### config.mk
export PLATFORM = sky130hd
export DESIGN_NAME = game_flow_ctrl_flat
export DESIGN_NICKNAME = d
export VERILOG_FILES = /design/src/rtl/game_flow_ctrl_pkg.sv /design/src/rtl/game_flow_ctrl_if.sv /design/src/rtl/game_flow_ctrl_edge_detect.sv /design/src/rtl/game_flow_ctrl.sv /design/src/flat_wrapper.sv
export SDC_FILE = /design/constraint.sdc
export NUM_CORES = 1
export LEC_CHECK = 0
export BUFFER_PORTS_ARGS = -buffer_cell sky130_fd_sc_hd__clkbuf_2
export CAP_MARGIN = 20
export CELL_PAD_IN_SITES_DETAIL_PLACEMENT = 0
export CELL_PAD_IN_SITES_GLOBAL_PLACEMENT = 1
export CORE_MARGIN = 5
export CORE_UTILIZATION = 34
export DETAILED_ROUTE_END_ITERATION = 6
export GPL_ROUTABILITY_DRIVEN = 0
export GPL_TIMING_DRIVEN = 0
export PLACE_DENSITY = 0.79
export RECOVER_POWER = 50
export REMOVE_ABC_BUFFERS = 1
export SKIP_CTS_REPAIR_TIMING = 1
export SLEW_MARGIN = 5
export SYNTH_ARGS = -nofsm -noshare
export SYNTH_HDL_FRONTEND = slang
export SYNTH_SLANG_ARGS = --single-unit
export TNS_END_PERCENT = 20
### constraint.sdc
create_clock -name clk_game -period 1.6 [get_ports clk_game]
set_clock_uncertainty 0.05 [all_clocks]
set_input_delay 0.16 -clock clk_game [delete_from_list [all_inputs] [get_ports clk_game]]
set_output_delay 0.16 -clock clk_game [all_outputs]
set_load 0.03 [all_outputs]
### src/rtl/game_flow_ctrl_pkg.sv
/******************************************************************************
 * Module   : game_pkg
 * Purpose  : State encoding and shared helpers for the game flow controller.
 * Revision : 1.0 - initial release
 ******************************************************************************/
`default_nettype none

package game_pkg;

  localparam int STATE_W = 3;

  typedef logic [STATE_W-1:0] state_t;

  localparam state_t ST_IDLE    = 3'd0;
  localparam state_t ST_PLAYING = 3'd1;
  localparam state_t ST_PAUSED  = 3'd2;
  localparam state_t ST_WIN     = 3'd3;
  localparam state_t ST_LOSE    = 3'd4;

  function automatic logic is_end_state(input state_t s);
    return (s == ST_WIN) || (s == ST_LOSE);
  endfunction

endpackage

`default_nettype wire

### src/rtl/game_flow_ctrl_if.sv
/******************************************************************************
 * Module   : game_flow_ctrl_if
 * Purpose  : Buttons, game events and timer/status signals of the flow block.
 * Revision : 1.0 - initial release
 ******************************************************************************/
`default_nettype none

interface game_flow_ctrl_if;
  import game_pkg::*;

  logic       start_btn;
  logic       pause_btn;
  logic       player_dead;
  logic       level_cleared;
  logic [7:0] seconds_count;
  logic       timer_enable;
  logic       timer_reset;
  state_t     game_state;
  logic       game_over;
  logic       win;
  logic [7:0] round_count;

  modport master (
    output start_btn, pause_btn, player_dead, level_cleared, seconds_count,
    input  timer_enable, timer_reset, game_state, game_over, win, round_count
  );

  modport slave (
    input  start_btn, pause_btn, player_dead, level_cleared, seconds_count,
    output timer_enable, timer_reset, game_state, game_over, win, round_count
  );

endinterface

`default_nettype wire

### src/rtl/game_flow_ctrl_edge_detect.sv
/******************************************************************************
 * Module   : edge_detect
 * Purpose  : Rising-edge detector; history resets high so a held button is quiet.
 * Revision : 1.0 - initial release
 ******************************************************************************/
`default_nettype none

module edge_detect (
  input  logic clk_game,
  input  logic reset,
  input  logic i_btn,
  output logic o_rise
);

  logic r_prev;

  always_ff @(posedge clk_game) begin
    if (reset) begin
      r_prev <= 1'b1;
    end else begin
      r_prev <= i_btn;
    end
  end

  assign o_rise = i_btn & ~r_prev;

endmodule

`default_nettype wire

### src/rtl/game_flow_ctrl.sv
/******************************************************************************
 * Module   : game_flow_ctrl
 * Purpose  : Round state machine (idle/play/pause/win/lose) with Moore outputs.
 * Revision : 1.0 - initial release
 ******************************************************************************/
`default_nettype none

module game_flow_ctrl
  import game_pkg::*;
#(
  parameter logic [7:0] TIME_LIMIT = 8'd99,
  parameter int         HOLD_TICKS = 180
) (
  input  logic            clk_game,
  input  logic            reset,
  game_flow_ctrl_if.slave bus
);

  localparam int                HOLD_W      = (HOLD_TICKS > 1) ? $clog2(HOLD_TICKS) : 1;
  localparam logic [HOLD_W-1:0] c_hold_last = HOLD_W'(HOLD_TICKS - 1);

  state_t            r_state;
  state_t            w_state_nxt;
  logic [HOLD_W-1:0] r_hold;
  logic [7:0]        r_rounds;
  logic              w_start_edge;
  logic              w_pause_edge;

  edge_detect u_start_edge (
    .clk_game (clk_game),
    .reset    (reset),
    .i_btn    (bus.start_btn),
    .o_rise   (w_start_edge)
  );

  edge_detect u_pause_edge (
    .clk_game (clk_game),
    .reset    (reset),
    .i_btn    (bus.pause_btn),
    .o_rise   (w_pause_edge)
  );

  always_comb begin
    w_state_nxt = r_state;
    case (r_state)
      ST_IDLE: begin
        if (w_start_edge) w_state_nxt = ST_PLAYING;
      end
      ST_PLAYING: begin
        if (bus.player_dead)                       w_state_nxt = ST_LOSE;
        else if (bus.level_cleared)                w_state_nxt = ST_WIN;
        else if (bus.seconds_count >= TIME_LIMIT)  w_state_nxt = ST_LOSE;
        else if (w_pause_edge)                     w_state_nxt = ST_PAUSED;
      end
      ST_PAUSED: begin
        if (w_pause_edge || w_start_edge) w_state_nxt = ST_PLAYING;
      end
      ST_WIN, ST_LOSE: begin
        if (r_hold == c_hold_last) w_state_nxt = ST_IDLE;
      end
      default: w_state_nxt = ST_IDLE;
    endcase
  end

  // Hold counter sits at zero outside WIN/LOSE, so it is already clear on entry.
  always_ff @(posedge clk_game) begin
    if (reset) begin
      r_state  <= ST_IDLE;
      r_hold   <= '0;
      r_rounds <= '0;
    end else begin
      r_state <= w_state_nxt;
      if (is_end_state(r_state)) begin
        if (r_hold != c_hold_last) r_hold <= r_hold + HOLD_W'(1);
      end else begin
        r_hold <= '0;
      end
      if ((r_state == ST_IDLE) && w_start_edge && (r_rounds != 8'hFF)) begin
        r_rounds <= r_rounds + 8'd1;
      end
    end
  end

  assign bus.timer_enable = (r_state == ST_PLAYING);
  assign bus.timer_reset  = (r_state == ST_IDLE);
  assign bus.game_over    = is_end_state(r_state);
  assign bus.win          = (r_state == ST_WIN);
  assign bus.game_state   = r_state;
  assign bus.round_count  = r_rounds;

endmodule

`default_nettype wire

### src/flat_wrapper.sv
// flat-port wrapper written by rule: the top's interface ports become plain ports
module game_flow_ctrl_flat import game_pkg::*;
#(
  parameter logic [7:0] TIME_LIMIT = 8'd99,
  parameter int         HOLD_TICKS = 180
)
  (clk_game, reset, bus_start_btn, bus_pause_btn, bus_player_dead, bus_level_cleared, bus_seconds_count, bus_timer_enable, bus_timer_reset, bus_game_state, bus_game_over, bus_win, bus_round_count);
  game_flow_ctrl_if bus_i ();
  input  logic clk_game;
  input  logic reset;
  input wire logic [$bits(bus_i.start_btn)-1:0] bus_start_btn;
  input wire logic [$bits(bus_i.pause_btn)-1:0] bus_pause_btn;
  input wire logic [$bits(bus_i.player_dead)-1:0] bus_player_dead;
  input wire logic [$bits(bus_i.level_cleared)-1:0] bus_level_cleared;
  input wire logic [$bits(bus_i.seconds_count)-1:0] bus_seconds_count;
  output wire logic [$bits(bus_i.timer_enable)-1:0] bus_timer_enable;
  output wire logic [$bits(bus_i.timer_reset)-1:0] bus_timer_reset;
  output wire logic [$bits(bus_i.game_state)-1:0] bus_game_state;
  output wire logic [$bits(bus_i.game_over)-1:0] bus_game_over;
  output wire logic [$bits(bus_i.win)-1:0] bus_win;
  output wire logic [$bits(bus_i.round_count)-1:0] bus_round_count;
  assign bus_i.start_btn = bus_start_btn;
  assign bus_i.pause_btn = bus_pause_btn;
  assign bus_i.player_dead = bus_player_dead;
  assign bus_i.level_cleared = bus_level_cleared;
  assign bus_i.seconds_count = bus_seconds_count;
  assign bus_timer_enable = bus_i.timer_enable;
  assign bus_timer_reset = bus_i.timer_reset;
  assign bus_game_state = bus_i.game_state;
  assign bus_game_over = bus_i.game_over;
  assign bus_win = bus_i.win;
  assign bus_round_count = bus_i.round_count;
  game_flow_ctrl #(.TIME_LIMIT(TIME_LIMIT), .HOLD_TICKS(HOLD_TICKS)) u_core (.clk_game(clk_game), .reset(reset), .bus(bus_i));
endmodule
==> flow_summary_export.csv, run 1 <==
group,metric,value,unit
power_and_ir_drop,power.density,984,nW/µm²
critical_path,cp-start-kind,"flip-flop",
sta,hold_viol,0,
sta,setup_slack,-0.218,ns
die,die_width,65.2,µm
sta,timing.hold.ws,0.0141,ns
clock_network,cts.htree.levels,1,
power_and_ir_drop,p_seq_share,47.1,%
power_and_ir_drop,vdd_drop_max,0.445,mV
route,wire_per_inst,12.5,µm
route,drt_iter0_markers,17,
yosys,ys_warn_count,0,
sta,rsz0062_at_grt,"yes",
critical_path,rrSetupSlack,-0.22,ns
power_and_ir_drop,intPower,0.829,mW
route,drt_wl_total,2240,µm
critical_path,critPathCaptureType,"flip-flop",
route,routed_via_density,5.19,
yosys,synth_area,1030,µm²
yosys,seq_area_frac_synth,40.6,%
power_and_ir_drop,leakagePower,0.509,nW
yosys,synth_cell_type_count,38,
outcome,violations,"setup timing",
clock_network,cts_buffers,3,
layout,fin_util,43.6,%
clock_network,clockBufferDepth,2,
sta,relSlewSlack,58.6,%
yosys,yosysMostFrequentCell,"dfxtp_1",
power_and_ir_drop,clock_power_share,18.9,%
placement,dpl_cell_area,1210,µm²
die,core,2980,µm²
sta,timing.fmax,550,MHz
clock_network,cts_root_buf,"clkbuf_4",
critical_path,reg2reg_depth,4,
placement,place_ws,-0.332,ns
yosys,syn_inst,112,
worst_hold_path,whs_path_depth,2,
critical_path,critPathRequiredTime,1.77,ns
power_and_ir_drop,sw_frac_of_total,35.1,%
layout,nNetsFinal,163,
critical_path,slowest_stage,"or4_4",
layout,syn_to_final_growth,25.4,%
die,start_util,34.7,%
die,die_area,4250,µm²
die,rows,20,
yosys,synth_seq_cells,21,
power_and_ir_drop,power.share.combinational,34.0,%
placement,hpwl,1640,µm
global_routing,grt_overflow_total,0,
die,die_y,65.2,µm
critical_path,critical_path_class,"flip-flop to flip-flop",
yosys,synth_flop_cell,"dfxtp_1",
sta,totalNegativeSetupSlack,-0.887,ns
worst_hold_path,worst_hold_path_type,"input port to flip-flop",
route,drc_errors,0,
sta,setup_violations,8,
layout,fillers,296,
flow_run,cap_violations,0,
global_routing,track_usage,10.4,%
route,drt-pass1-iter-count,4,
outcome,outcome,"finished, violations left",
clock_network,insertion_delay,0.29,ns
global_routing,grt_pass1_wl,3570,µm
yosys,synth_edf_count,0,
sta,fin_crit_sh,114,%
layout,drive_above_1_share,30.8,%
layout,regArea,437,µm²
critical_path,cp.arrival,1.99,ns
route,vias,929,
layout,multiInputGateArea,626,µm²
clock_network,cts_tree,"built",
layout,antenna_cells,0,
yosys,synthArstFlopShare,0,%
yosys,yosysTopAreaCellShare,40.6,%
critical_path,crit_path_cell_trace,"or3b_4 -> or4_4 -> o221ai_4 -> mux2i_1",
clock_network,clkSlewWorstSetupHoldPaths,0.10,ns
critical_path,critPathMaxStageDelay,0.50,ns
die,io_pins,29,
sta,period_needed,1.82,ns
sta,worst_pin_slew,0.621,ns
yosys,synthTopCellsByArea,"dfxtp_1 41%, xor2_1 6.8%, nor2_1 5.1%",
yosys,synth_common_cells,"21 x dfxtp_1, 14 x nor2_1, 8 x xor2_1",
power_and_ir_drop,p_sw,0.447,mW
yosys,synth_top_area_cell,"dfxtp_1",
route,ant_nets,0,
layout,design_area,1300,µm²
global_routing,antenna_found_initial,0,
yosys,syn_area_per_cell,9.24,µm²
global_routing,grt_max_degree,17,
clock_network,cts_num_sinks,21,
critical_path,worstPathMaxFanout,6,
sta,slew_viol_final,0,
placement,portBuffers,28,
global_routing,grt_pass1_vias,867,
[cells in the final DEF, fill, tap and decap left out, types with 4 or more instances in the layout]
| cell | Yosys | final |
|---|---|---|
| a21oi_1 | 7 | 6 |
| buf_4 | 0 | 4 |
| clkbuf_1 | 2 | 12 |
| clkbuf_2 | 0 | 16 |
| dfxtp_1 | 21 | 14 |
| dfxtp_2 | 0 | 4 |
| mux2i_1 | 4 | 4 |
| nand2_1 | 5 | 5 |
| nand3_1 | 5 | 5 |
| nor2_1 | 14 | 14 |
| xor2_1 | 8 | 8 |
[layer usage]
layer / wire length [µm] / global-route usage (%) / vias up
met5: 0 / 0 / -
met4: 17 / 3.11 / 0
met3: 62 / 2.39 / 2
met2: 1250 / 19.3 / 13
met1: 913 / 11.5 / 441
li1: - / - / 473
[flip-flops by register name (all words and copies together), names as in the netlist]
register / flops
u_core.bus.round_count: 8
u_core.r_hold: 8
u_core.bus.game_state: 3
u_core.u_pause_edge.r_prev: 1
u_core.u_start_edge.r_prev: 1
[power by group through the flow]
stage | clock (mW) | sequential (mW) | combinational, mW
final | 0.241 | 0.601 | 0.434
after global routing | 0.286 | 0.607 | 0.468
after CTS | 0.256 | 0.593 | 0.399
after detailed placement | 0 | 0.605 | 0.397
after global placement | 0 | 0.604 | 0.397
after floorplan | 0 | 0.640 | 0.252
[layout make-up]
cell class / instances / share of cell area [%]
clock buffers: 4 / 2.03
well taps: 33 / 3.18
multi-input cells: 86 / 48.2
inverters: 3 / 0.868
flip-flops and latches: 21 / 33.7
repair buffers: 32 / 12.1
[path summary, 6_finish.rpt]
check,to,from
worst max-delay path,u_core.bus.game_state[1],u_core.bus.game_state[1]
worst min-delay path,u_core.u_start_edge.r_prev,bus_start_btn
worst max register to register,u_core.bus.game_state[1],u_core.bus.game_state[1]
worst min register to register,u_core.bus.round_count[7],u_core.bus.round_count[7]
[critical path, delay by kind of cell (launching register included)]
family / cells / cell delay, ns
flip-flops: 1 / 0.37
multiplexers: 1 / 0.21
AO/OA/AOI/OAI: 1 / 0.21
AND/OR/NAND/NOR: 2 / 0.90
[kinds of logic after synthesis]
family / after synthesis / synth area share, %
compound gates: 21 / 16.2
xor+xnor: 10 / 8.46
fa+ha+maj: 2 / 2.42
buf+inv: 5 / 1.81
flops: 21 / 40.6
mux: 4 / 3.87
simple gates: 49 / 26.6
[metrics by stage]
step	power, mW	cells
finish	1.28	179
global route	1.36	179
CTS	1.25	175
detailed placement	1.00	171
global placement	1.00	171
floorplan	0.892	110
(Power assumes the default switching activity.)
==> inputs of run 2 (changes only) <==
- PLACE_DENSITY: 0.79 -> default
- PLACE_DENSITY_LB_ADDON: default -> 0.2
==> run 2 against run 1 <==
Compared with the run above:
- the flow still finishes with violations (setup timing)
- sequential share of layout area decreased by 1.6 points
- cell count increased by 2.8%
- combinational power increased by 10%
- wire length decreased by 0.54%
- worst setup slack improved by 0.0070 ns
- maximum frequency increased by 0.39%
- sequential cell count unchanged
- die area unchanged
- clock power increased by 2%
- hold slack got worse by 0.0070 ns
- register-to-register slack about the same
- sequential power about the same
==> flow_summary_export.csv, run 2 (synthesized netlist as in run 1, its figures left out) <==
group,metric,value,unit
clock_network,insertion_delay,0.30,ns
critical_path,critPathCaptureType,"flip-flop",
die,die_y,65.2,µm
sta,hold_viol,0,
die,io_pins,29,
critical_path,critical_path_class,"flip-flop to flip-flop",
clock_network,cts_buffers,3,
worst_hold_path,worst_hold_path_type,"input port to flip-flop",
critical_path,cp.arrival,1.99,ns
global_routing,grt_overflow_total,0,
route,wire_per_inst,12.1,µm
global_routing,grt_max_degree,17,
die,die_area,4250,µm²
placement,dpl_cell_area,1210,µm²
power_and_ir_drop,sw_frac_of_total,35.4,%
sta,slew_viol_final,0,
layout,layout_commonest_cell,"clkbuf_2",
global_routing,grt_pass1_wl,3800,µm
layout,syn_to_final_growth,32.4,%
die,rows,20,
route,vias,935,
placement,hpwl,1650,µm
layout,instances_no_fill,184,
power_and_ir_drop,clock_power_share,18.6,%
die,start_util,34.7,%
route,drc_errors,0,
sta,setup_slack,-0.211,ns
global_routing,grt_pass1_vias,888,
layout,drive_above_1_share,37.1,%
layout,fillers,306,
power_and_ir_drop,leakagePower,0.543,nW
worst_hold_path,whs_path_depth,2,
die,die_width,65.2,µm
clock_network,cts_root_buf,"clkbuf_4",
clock_network,clkSlewWorstSetupHoldPaths,0.11,ns
route,drt_wl_total,2230,µm
sta,rsz0062_at_grt,"yes",
layout,final_cell_mix,"15 x clkbuf_2, 14 x nor2_1, 12 x dfxtp_1",
critical_path,critPathMaxStageDelay,0.50,ns
die,core,2980,µm²
power_and_ir_drop,vdd_drop_max,0.765,mV
route,ant_nets,0,
placement,place_ws,-0.334,ns
layout,antenna_cells,0,
layout,regArea,439,µm²
global_routing,track_usage,11.3,%
sta,totalNegativeSetupSlack,-0.761,ns
route,drt-pass1-iter-count,4,
layout,design_area,1370,µm²
clock_network,clockBufferDepth,2,
power_and_ir_drop,p_seq_share,45.3,%
placement,dp_cells,171,
sta,setup_violations,8,
power_and_ir_drop,intPower,0.857,mW
sta,fin_crit_sh,113,%
power_and_ir_drop,power.share.combinational,36.1,%
clock_network,cts.htree.levels,1,
layout,multiInputGateArea,652,µm²
route,drt_iter0_markers,47,
layout,nNetsFinal,168,
sta,relSlewSlack,55.5,%
route,routed_via_density,5.08,
flow_run,cap_violations,0,
outcome,outcome,"finished, violations left",
clock_network,cts_tree,"built",
critical_path,slowest_stage,"or4_4",
global_routing,antenna_found_initial,0,
layout,fin_util,46.0,%
critical_path,worstPathMaxFanout,8,
critical_path,critPathRequiredTime,1.78,ns
critical_path,crit_path_cell_trace,"or3b_4 -> or4_4 -> o221ai_4 -> mux2i_1",
placement,portBuffers,28,
sta,period_needed,1.81,ns
power_and_ir_drop,power.density,968,nW/µm²
sta,timing.fmax,552,MHz
sta,timing.hold.ws,0.00705,ns
critical_path,reg2reg_depth,4,
power_and_ir_drop,p_sw,0.470,mW
clock_network,cts_num_sinks,21,
critical_path,cp-start-kind,"flip-flop",
outcome,violations,"setup timing",
sta,worst_pin_slew,0.668,ns
power_and_ir_drop,finalPower,1.33,mW
## run 2: routing by layer
layer / vias to the layer above / share of wire [%] / GRT usage (%)
li1: 483 / - / -
met1: 438 / 46 / 12.9
met3: 2 / 4.5 / 4.79
met2: 12 / 49 / 19.1
met4: 0 / 0.54 / 3.11
met5: - / 0 / 0
## run 2: path summary, 6_finish.rpt
path	slack [ns]	startpoint	to
worst min-delay path	0.007	bus_start_btn	u_core.u_start_edge.r_prev
worst max register to register	-0.21	u_core.bus.game_state[2]	u_core.bus.game_state[0]
worst min register to register	0.47	u_core.bus.round_count[7]	u_core.bus.round_count[7]
worst max-delay path	-0.21	u_core.bus.game_state[2]	u_core.bus.game_state[0]
## run 2: area by class of cell
cell class	instances	area share, %
multi-input combinational	86	47.6
sequential	21	32.1
timing repair buffer	37	14.5
tap	33	3.01
clock buffer	3	1.64
inverter	3	0.822
clock inverter	1	0.365
## run 2: worst max-delay path, delay by kind of cell (launching register included)
kind,cells,cell delay (ns)
AND/OR/NAND/NOR,2,0.89
flip-flops,1,0.39
AO/OA/AOI/OAI,1,0.21
multiplexers,1,0.21
## run 2: power groups by stage
stage / Combinational, mW / Sequential [mW] / Clock [mW]
2_1_floorplan: 0.252 / 0.640 / 0
3_3_place_gp: 0.396 / 0.604 / 0
3_5_place_dp: 0.401 / 0.606 / 0
4_1_cts: 0.403 / 0.594 / 0.268
5_1_grt: 0.517 / 0.607 / 0.287
6_report: 0.479 / 0.601 / 0.247
